<file path="src/rtl/spi_host_ctrl_if.sv">
// +----------------------------------------------------------------------+
// | spi_host_ctrl_if: request/reply bus and SPI pins of spi_host_ctrl    |
// | Revision: 1.0                                                        |
// +----------------------------------------------------------------------+
`default_nettype none

interface spi_host_ctrl_if #(
  parameter int PKT_BITS = 32
);
  logic                start;
  logic [PKT_BITS-1:0] tx_data;
  logic                ready;
  logic [PKT_BITS-1:0] rx_data;
  logic                rx_valid;
  logic                sclk;
  logic                sc;
  logic                mosi;
  logic                miso;
  logic                rram_busy;

  modport master (
    output start, tx_data, miso, rram_busy,
    input  ready, rx_data, rx_valid, sclk, sc, mosi
  );

  modport slave (
    input  start, tx_data, miso, rram_busy,
    output ready, rx_data, rx_valid, sclk, sc, mosi
  );
endinterface

`default_nettype wire

</file>
<file path="src/rtl/spi_host_ctrl.sv">
// +----------------------------------------------------------------------+
// | spi_host_ctrl: mode-0 SPI host, one fixed-length packet per request  |
// | Revision: 1.0                                                        |
// +----------------------------------------------------------------------+
`default_nettype none

module spi_host_ctrl #(
  parameter int PKT_BITS = 32,
  parameter int DIV      = 4
) (
  input  logic              mclk,
  input  logic              rst,
  spi_host_ctrl_if.slave    bus
);

  localparam int c_BIT_W = $clog2(PKT_BITS + 1);
  localparam int c_PH_W  = $clog2(DIV + 1);

  typedef enum logic [2:0] {
    S_IDLE  = 3'd0,
    S_WAIT  = 3'd1,
    S_SETUP = 3'd2,
    S_SHIFT = 3'd3,
    S_HOLD  = 3'd4,
    S_GAP   = 3'd5
  } state_t;

  state_t              state_q, state_d;
  logic [c_PH_W-1:0]   phase_q, phase_d;
  logic [c_BIT_W-1:0]  bit_q, bit_d;
  logic [PKT_BITS-1:0] tx_q, tx_d;
  logic [PKT_BITS-1:0] rx_q, rx_d;
  logic [PKT_BITS-1:0] rx_data_q, rx_data_d;
  logic                rx_valid_q, rx_valid_d;
  logic                ready_q, ready_d;
  logic                sclk_q, sclk_d;
  logic                sc_q, sc_d;
  logic                mosi_q, mosi_d;
  logic [1:0]          busy_sync_q;
  logic                w_phase_end;

  assign w_phase_end = (phase_q == c_PH_W'(DIV - 1));

  always_ff @(posedge mclk) begin
    if (rst) begin
      state_q     <= S_IDLE;
      phase_q     <= '0;
      bit_q       <= '0;
      tx_q        <= '0;
      rx_q        <= '0;
      rx_data_q   <= '0;
      rx_valid_q  <= 1'b0;
      ready_q     <= 1'b1;
      sclk_q      <= 1'b0;
      sc_q        <= 1'b0;
      mosi_q      <= 1'b0;
      busy_sync_q <= 2'b00;
    end else begin
      state_q     <= state_d;
      phase_q     <= phase_d;
      bit_q       <= bit_d;
      tx_q        <= tx_d;
      rx_q        <= rx_d;
      rx_data_q   <= rx_data_d;
      rx_valid_q  <= rx_valid_d;
      ready_q     <= ready_d;
      sclk_q      <= sclk_d;
      sc_q        <= sc_d;
      mosi_q      <= mosi_d;
      busy_sync_q <= {busy_sync_q[0], bus.rram_busy};
    end
  end

  // Outputs are computed one cycle ahead so every pin comes straight from a flop.
  always_comb begin
    state_d    = state_q;
    phase_d    = phase_q;
    bit_d      = bit_q;
    tx_d       = tx_q;
    rx_d       = rx_q;
    rx_data_d  = rx_data_q;
    rx_valid_d = 1'b0;
    ready_d    = ready_q;
    sclk_d     = sclk_q;
    sc_d       = sc_q;
    mosi_d     = mosi_q;

    case (state_q)
      S_IDLE: begin
        if (bus.start) begin
          tx_d    = bus.tx_data;
          rx_d    = '0;
          bit_d   = '0;
          phase_d = '0;
          ready_d = 1'b0;
          state_d = S_WAIT;
        end
      end
      S_WAIT: begin
        if (!busy_sync_q[1]) begin
          sc_d    = 1'b1;
          sclk_d  = 1'b0;
          mosi_d  = tx_q[PKT_BITS-1];
          phase_d = '0;
          state_d = S_SETUP;
        end
      end
      S_SETUP: begin
        if (w_phase_end) begin
          phase_d = '0;
          sclk_d  = 1'b1;
          rx_d    = {rx_q[PKT_BITS-2:0], bus.miso};
          state_d = S_SHIFT;
        end else begin
          phase_d = phase_q + c_PH_W'(1);
        end
      end
      S_SHIFT: begin
        // sclk_q tells which half of the bit period is ending.
        if (w_phase_end) begin
          phase_d = '0;
          if (sclk_q) begin
            sclk_d = 1'b0;
            bit_d  = bit_q + c_BIT_W'(1);
            tx_d   = {tx_q[PKT_BITS-2:0], 1'b0};
            mosi_d = tx_q[PKT_BITS-2];
          end else if (bit_q == c_BIT_W'(PKT_BITS)) begin
            state_d = S_HOLD;
          end else begin
            sclk_d = 1'b1;
            rx_d   = {rx_q[PKT_BITS-2:0], bus.miso};
          end
        end else begin
          phase_d = phase_q + c_PH_W'(1);
        end
      end
      S_HOLD: begin
        if (w_phase_end) begin
          phase_d    = '0;
          sc_d       = 1'b0;
          mosi_d     = 1'b0;
          rx_data_d  = rx_q;
          rx_valid_d = 1'b1;
          state_d    = S_GAP;
        end else begin
          phase_d = phase_q + c_PH_W'(1);
        end
      end
      S_GAP: begin
        if (w_phase_end) begin
          phase_d = '0;
          ready_d = 1'b1;
          state_d = S_IDLE;
        end else begin
          phase_d = phase_q + c_PH_W'(1);
        end
      end
      default: begin
        state_d = S_IDLE;
      end
    endcase
  end

  assign bus.ready    = ready_q;
  assign bus.rx_data  = rx_data_q;
  assign bus.rx_valid = rx_valid_q;
  assign bus.sclk     = sclk_q;
  assign bus.sc       = sc_q;
  assign bus.mosi     = mosi_q;

endmodule

`default_nettype wire

</file>
<file path="src/flat_wrapper.sv">
// flat-port wrapper written by rule: the top's interface ports become plain ports
module spi_host_ctrl_flat 
#(
  parameter int PKT_BITS = 32,
  parameter int DIV      = 4
)
  (mclk, rst, bus_start, bus_tx_data, bus_miso, bus_rram_busy, bus_ready, bus_rx_data, bus_rx_valid, bus_sclk, bus_sc, bus_mosi);
  spi_host_ctrl_if #(.PKT_BITS(PKT_BITS)) bus_i ();
  input  logic mclk;
  input  logic rst;
  input wire logic [$bits(bus_i.start)-1:0] bus_start;
  input wire logic [$bits(bus_i.tx_data)-1:0] bus_tx_data;
  input wire logic [$bits(bus_i.miso)-1:0] bus_miso;
  input wire logic [$bits(bus_i.rram_busy)-1:0] bus_rram_busy;
  output wire logic [$bits(bus_i.ready)-1:0] bus_ready;
  output wire logic [$bits(bus_i.rx_data)-1:0] bus_rx_data;
  output wire logic [$bits(bus_i.rx_valid)-1:0] bus_rx_valid;
  output wire logic [$bits(bus_i.sclk)-1:0] bus_sclk;
  output wire logic [$bits(bus_i.sc)-1:0] bus_sc;
  output wire logic [$bits(bus_i.mosi)-1:0] bus_mosi;
  assign bus_i.start = bus_start;
  assign bus_i.tx_data = bus_tx_data;
  assign bus_i.miso = bus_miso;
  assign bus_i.rram_busy = bus_rram_busy;
  assign bus_ready = bus_i.ready;
  assign bus_rx_data = bus_i.rx_data;
  assign bus_rx_valid = bus_i.rx_valid;
  assign bus_sclk = bus_i.sclk;
  assign bus_sc = bus_i.sc;
  assign bus_mosi = bus_i.mosi;
  spi_host_ctrl #(.PKT_BITS(PKT_BITS), .DIV(DIV)) u_core (.mclk(mclk), .rst(rst), .bus(bus_i));
endmodule
</file>
<file path="config.mk">
export PLATFORM = sky130hd
export DESIGN_NAME = spi_host_ctrl_flat
export DESIGN_NICKNAME = d
export VERILOG_FILES = /design/src/rtl/spi_host_ctrl_if.sv /design/src/rtl/spi_host_ctrl.sv /design/src/flat_wrapper.sv
export SDC_FILE = /design/constraint.sdc
export NUM_CORES = 1
export LEC_CHECK = 0
export BUFFER_PORTS_ARGS = -buffer_cell sky130_fd_sc_hd__buf_2
export CORE_MARGIN = 2
export CORE_UTILIZATION = 35
export DETAILED_ROUTE_END_ITERATION = 10
export GPL_TIMING_DRIVEN = 1
export PLACE_DENSITY_LB_ADDON = 0.2
export SLEW_MARGIN = 40
export SYNTH_ARGS = -nofsm -noshare
export SYNTH_HDL_FRONTEND = slang
export SYNTH_SLANG_ARGS = --single-unit
</file>
<file path="constraint.sdc">
create_clock -name mclk -period 1.7 [get_ports mclk]
set_clock_uncertainty 0.2 [all_clocks]
set_input_delay 0.085 -clock mclk [delete_from_list [all_inputs] [get_ports mclk]]
set_output_delay 0.085 -clock mclk [all_outputs]
set_load 0.1 [all_outputs]
</file>
# Yosys cells after proc, flatten, opt, wreduce, memory -nomap -nowiden
# Cells that the tools add are included.
# totals
register_bits,115
input_bits,37
out_inout_bits,37
wordCells,94
# op_classes
add_sub_neg,2
n_eq_ne,17
n_mux,43
bitwise_logic,1
n_reduce_logical,19
# op_table
op,n
32-bit two-way mux,8
32-bit case mux with 3 select lines,1
32-bit case mux with 2 select lines,1
3-bit two-way mux,11
6-bit two-way mux,3
3-bit case mux with 6 select lines,1
1-bit two-way mux,12
"2-bit by 1-bit inequality test with 1-bit output, second input constant",6
6-bit case mux with 2 select lines,1
3-bit nonzero test,4
"3-bit by 2-bit equality test with 1-bit output, second input constant",3
3-bit case mux with 3 select lines,1
3-bit AND reduction,3
"2-bit inequality test, second input constant",4
4-bit AND reduction,2
8-bit AND reduction,1
"6-bit by 1-bit adder with 6-bit output, second input constant",1
"3-bit equality test, second input constant",2
"6-bit equality test, second input constant",1
1-bit case mux with 3 select lines,2
6-bit AND reduction,1
2-bit nonzero test,3
5-bit AND reduction,1
1-bit case mux with 2 select lines,2
7 further kinds,7

# Longest topological paths before layout
# logic_depth
ltp_word,5
mapped_depth,8
ltp_nobuf,6

# Worst setup path after synthesis
# No wires, ideal clock.
# synth_timing
path_kind,reg2reg
start,"register u_core.sclk_q, in the netlist u_core.bus.sclk"
end,register u_core.rx_q[10]
setup_ns,0.121
arrival_time_ns,1.805
required_time_ns,1.379
setup_slack_ns,-0.427
stages_incl_launch_ff,6
n_path_buf,1
period_less_slack_ns,2.127
path_cell_list,dfxtp_1 -> inv_1 -> nand4_1 -> o32ai_4 -> buf_4 -> mux2i_1
# synth_between
elab_chain_len,2
# synth_rtl
element,line,source
start: declaration,spi_host_ctrl.sv:36,"logic sclk_q, sclk_d;"
start signal: assignment,spi_host_ctrl.sv:67,sclk_q <= sclk_d;
2-bit inequality test (no line),--,
6-bit AND reduction (no line),--,
end signal: assignment,spi_host_ctrl.sv:63,rx_q <= rx_d;
end: declaration,spi_host_ctrl.sv:32,"logic [PKT_BITS-1:0] rx_q, rx_d;"
# Every way passes these cells.
# A chain may end at the register's enable or synchronous reset.

# Worst setup path in the final report
# layout_timing
start,register u_core.phase_q[1]
end,register u_core.tx_q[13]
# layout_between
elab_chain_len,3
# layout_rtl
element,line,source
start: declaration,spi_host_ctrl.sv:29,"logic [c_PH_W-1:0] phase_q, phase_d;"
start signal: assignment,spi_host_ctrl.sv:60,phase_q <= phase_d;
3-bit by 2-bit equality test with 1-bit output,spi_host_ctrl.sv:42,assign w_phase_end = (phase_q == c_PH_W'(DIV - 1));
2-bit by 1-bit inequality test with 1-bit output (no line),--,
4-bit AND reduction (no line),--,
end signal: assignment,spi_host_ctrl.sv:62,tx_q <= tx_d;
end: declaration,spi_host_ctrl.sv:31,"logic [PKT_BITS-1:0] tx_q, tx_d;"
# Every way passes these cells.

==> flow_summary.yaml <==
status:
  run_status: "complete, but fails checks"
  violations: "setup timing"
finish:
  layout_common_cells: "nand2_1 (163), dfxtp_1 (107), buf_2 (72)"
  drive_gt1_frac: 0.382
  nNetsFinal: 783
  finalNonFillerCells: 936
  final_common_cell: "nand2_1"
  fin_area_mm2: 0.00769
  area_delta_synth_final_pct: 51.8
  post-route-util: 0.550
  antenna_cells: 0
logic_synthesis:
  synth.distinct_cells: 45
  yosysWarnings: 0
  ys.flop_type: "dfxtp_1"
  syn_avg_cell_area_um2: 8.68
  syn_inst: 584
  synth_compound_area_frac: 0.170
  ys_ff_latch: 115
  synth-adder-area-share: 0.00741
  synth_edf_count: 0
  synthMuxAreaShare: 0.0694
  ys_seq_area_frac: 0.454
  syn_nets: 624
  ys_async_sr_fraction: 0
  synth_top_family_by_area: "simple AND/OR/NAND/NOR gates"
  synthSimpleGateAreaFrac: 0.242
  synth-xor-area-share: 0.00173
  syn_area_mm2: 0.00507
setup_path:
  endpoint_kind: "flop"
  path_common_cell: "buf_12"
  critPathKind: "reg2reg"
  cp_max_fo: 7
  cp.arrival_ns: 2.07
  reg2regPathDepth: 8
  cp_top_family: "buffers and inverters"
  slowest_stage: "dfxtp_2"
  path_cells: "ha_4 -> nor2b_4 -> buf_12 -> a31o_4 -> buf_12 -> clkbuf_16 -> buf_4 -> a311oi_2"
  worstPathRequired_ns: 1.84
  worstSetupStartpointType: "flop"
  cp_slowest_stage_delay_ns: 0.34
  cp_num_buf_inv: 4
  cp.depth: 8
timing:
  min_period_ns: 1.93
  max_clock_freq_mhz: 519
  rsz0062_at_grt: "true"
  worstMarginPinSlew_ns: 0.492
  timing.slew.headroom: 0.674
  hold_violations: 0
  final.setup.worst_slack_ns: -0.226
  finalMaxSlewViolations: 0
  holdWs_ns: 0.172
  setup_viol: 106
  finalCritPeriodShare: 1.13
  setup_tns_ns: -15.41
routing:
  post_drt_wl_per_cell_um: 13.5
  vias: 4554
  drt_first_pass_iters: 4
  vias_per_cell: 4.87
  routed_wl_um: 12700
  drt.antenna.violating_nets: 0
  remaining_drc_errors: 0
  drtIter0Drc: 242
placed_design:
  dpl_cell_area_mm2: 0.00604
  dpl.hpwl_um: 7770
  place.gp.congestion: 0.844
  dp_cells: 835
  port_buffers: 73
  pre_cts_ws_ns: -0.259
die:
  rows: 43
  chipHeight_um: 124
  die_x_um: 124
  initial_core_util: 0.362
  io_pins: 74
  core-area_mm2: 0.0140
  die_area_mm2: 0.0155
global_route:
  grt_max_degree: 54
  grt_pass1_wl_um: 21100
  overflow: 0
  grt_pass1_vias: 4433
  antenna_found_initial: 0
  track_usage: 0.165
power:
  leakage_nw: 3.01
  irDropWorstVdd_mv: 0.749
  pwr_density_cell_mw_per_mm2: 1350
  total_power_mw: 10.4
clock_network:
  clock_latency_ns: 0.43
  cts_made_buffers: 17
  cts_htree_levels: 4
  clockBufferDepth: 2
  clock-sinks: 115
  cts_tree: "built"
  clk_pin_slew_ns: 0.06
  cts_root_buf: "clkbuf_16"
min_path:
  whs_path_depth: 5
  hp-class: "in2reg"
job:
  maxCapViolCount: 0
-- kinds of logic after synthesis --
logic type               count (synthesis)
AO/OA/AOI/OAI                           99
XOR/XNOR                                 1
adder cells (fa/ha/maj)                  3
buffers and inverters                   56
flip-flops                             115
multiplexers                            35
AND/OR/NAND/NOR                        275
-- report_power, final --
part	leakage [nW]	internal, mW	total (mW)	switching [mW]
combinational	1.79	2.02	3.72	1.70
sequential	0.940	2.98	3.23	0.253
clock	0.277	2.06	3.41	1.35
-- layer usage --
| metal | GRT usage | part of all wire | vias up |
|---|---|---|---|
| met3 | 0.0455 | 0.041 | 21 |
| met2 | 0.276 | 0.50 | 94 |
| met1 | 0.198 | 0.44 | 2145 |
| met4 | 0.0773 | 0.021 | 0 |
| met5 | 0 | 0 | - |
| li1 | - | - | 2294 |
-- worst register-to-register path, delay by kind of cell (launching register included) --
family / cells / cell delay, ns
buf+inv: 4 / 0.57
fa+ha+maj: 1 / 0.16
compound gates: 2 / 0.43
flops: 1 / 0.34
simple gates: 1 / 0.15
-- timing repair --
action / CTS / global route
pin swaps: 13 / 16
resized for setup: 30 / 53
hold buffers: 35 / 0
cloned: 5 / 2
endpoints found under the hold margin: 54 / 0
setup buffers: 19 / 8
setup endpoints to repair: 105 / 110
-- cell type report --
type / count / area [um^2]
Multi-Input combinational cell: 414 / 2890
Inverter: 9 / 33.8
Clock inverter: 14 / 130
Tap cell: 180 / 225
Timing Repair Buffer: 186 / 1650
Fill cell: 1269 / 6300
Clock buffer: 18 / 439
Sequential cell: 115 / 2320
-- sequential cells by signal, summed over array words and instances, names as in the netlist --
signal               flops
u_core.bit_q             6
u_core.bus.mosi          1
u_core.bus.ready         1
u_core.bus.rx_data      32
u_core.bus.rx_valid      1
u_core.bus.sc            1
u_core.bus.sclk          1
u_core.busy_sync_q       2
u_core.phase_q           3
u_core.rx_q             32
u_core.state_q           3
u_core.tx_q             32
-- path summary, 6_finish.rpt --
path,startpoint,endpoint,slack [ns]
max,u_core.phase_q[1],u_core.tx_q[13],-0.23
min,bus_start,u_core.bus.ready,0.17
min reg2reg,u_core.busy_sync_q[0],u_core.busy_sync_q[1],0.24
max reg2reg,u_core.phase_q[1],u_core.tx_q[13],-0.23
-- synthesized netlist by cell type (all sizes together), types with 2 or more instances --
cell    count  area (um^2)
nand2     164          616
dfxtp     115         2300
a21oi      44          220
nor2       44          165
mux2i      34          340
nand2b     34          213
a311oi     31          459
clkbuf     25         93.8
buf        22          151
inv         9         33.8
nor2b       8         50.1
o21ai       6         30.0
a31oi       5         31.3
nand3       4         20.0
nor3        4         20.0
o31ai       4         30.0
ha          3         37.5
nor4b       3         47.5
or3         3         18.8
a22oi       2         15.0
or2         2         12.5
Power figures use the tool's default switching activity.
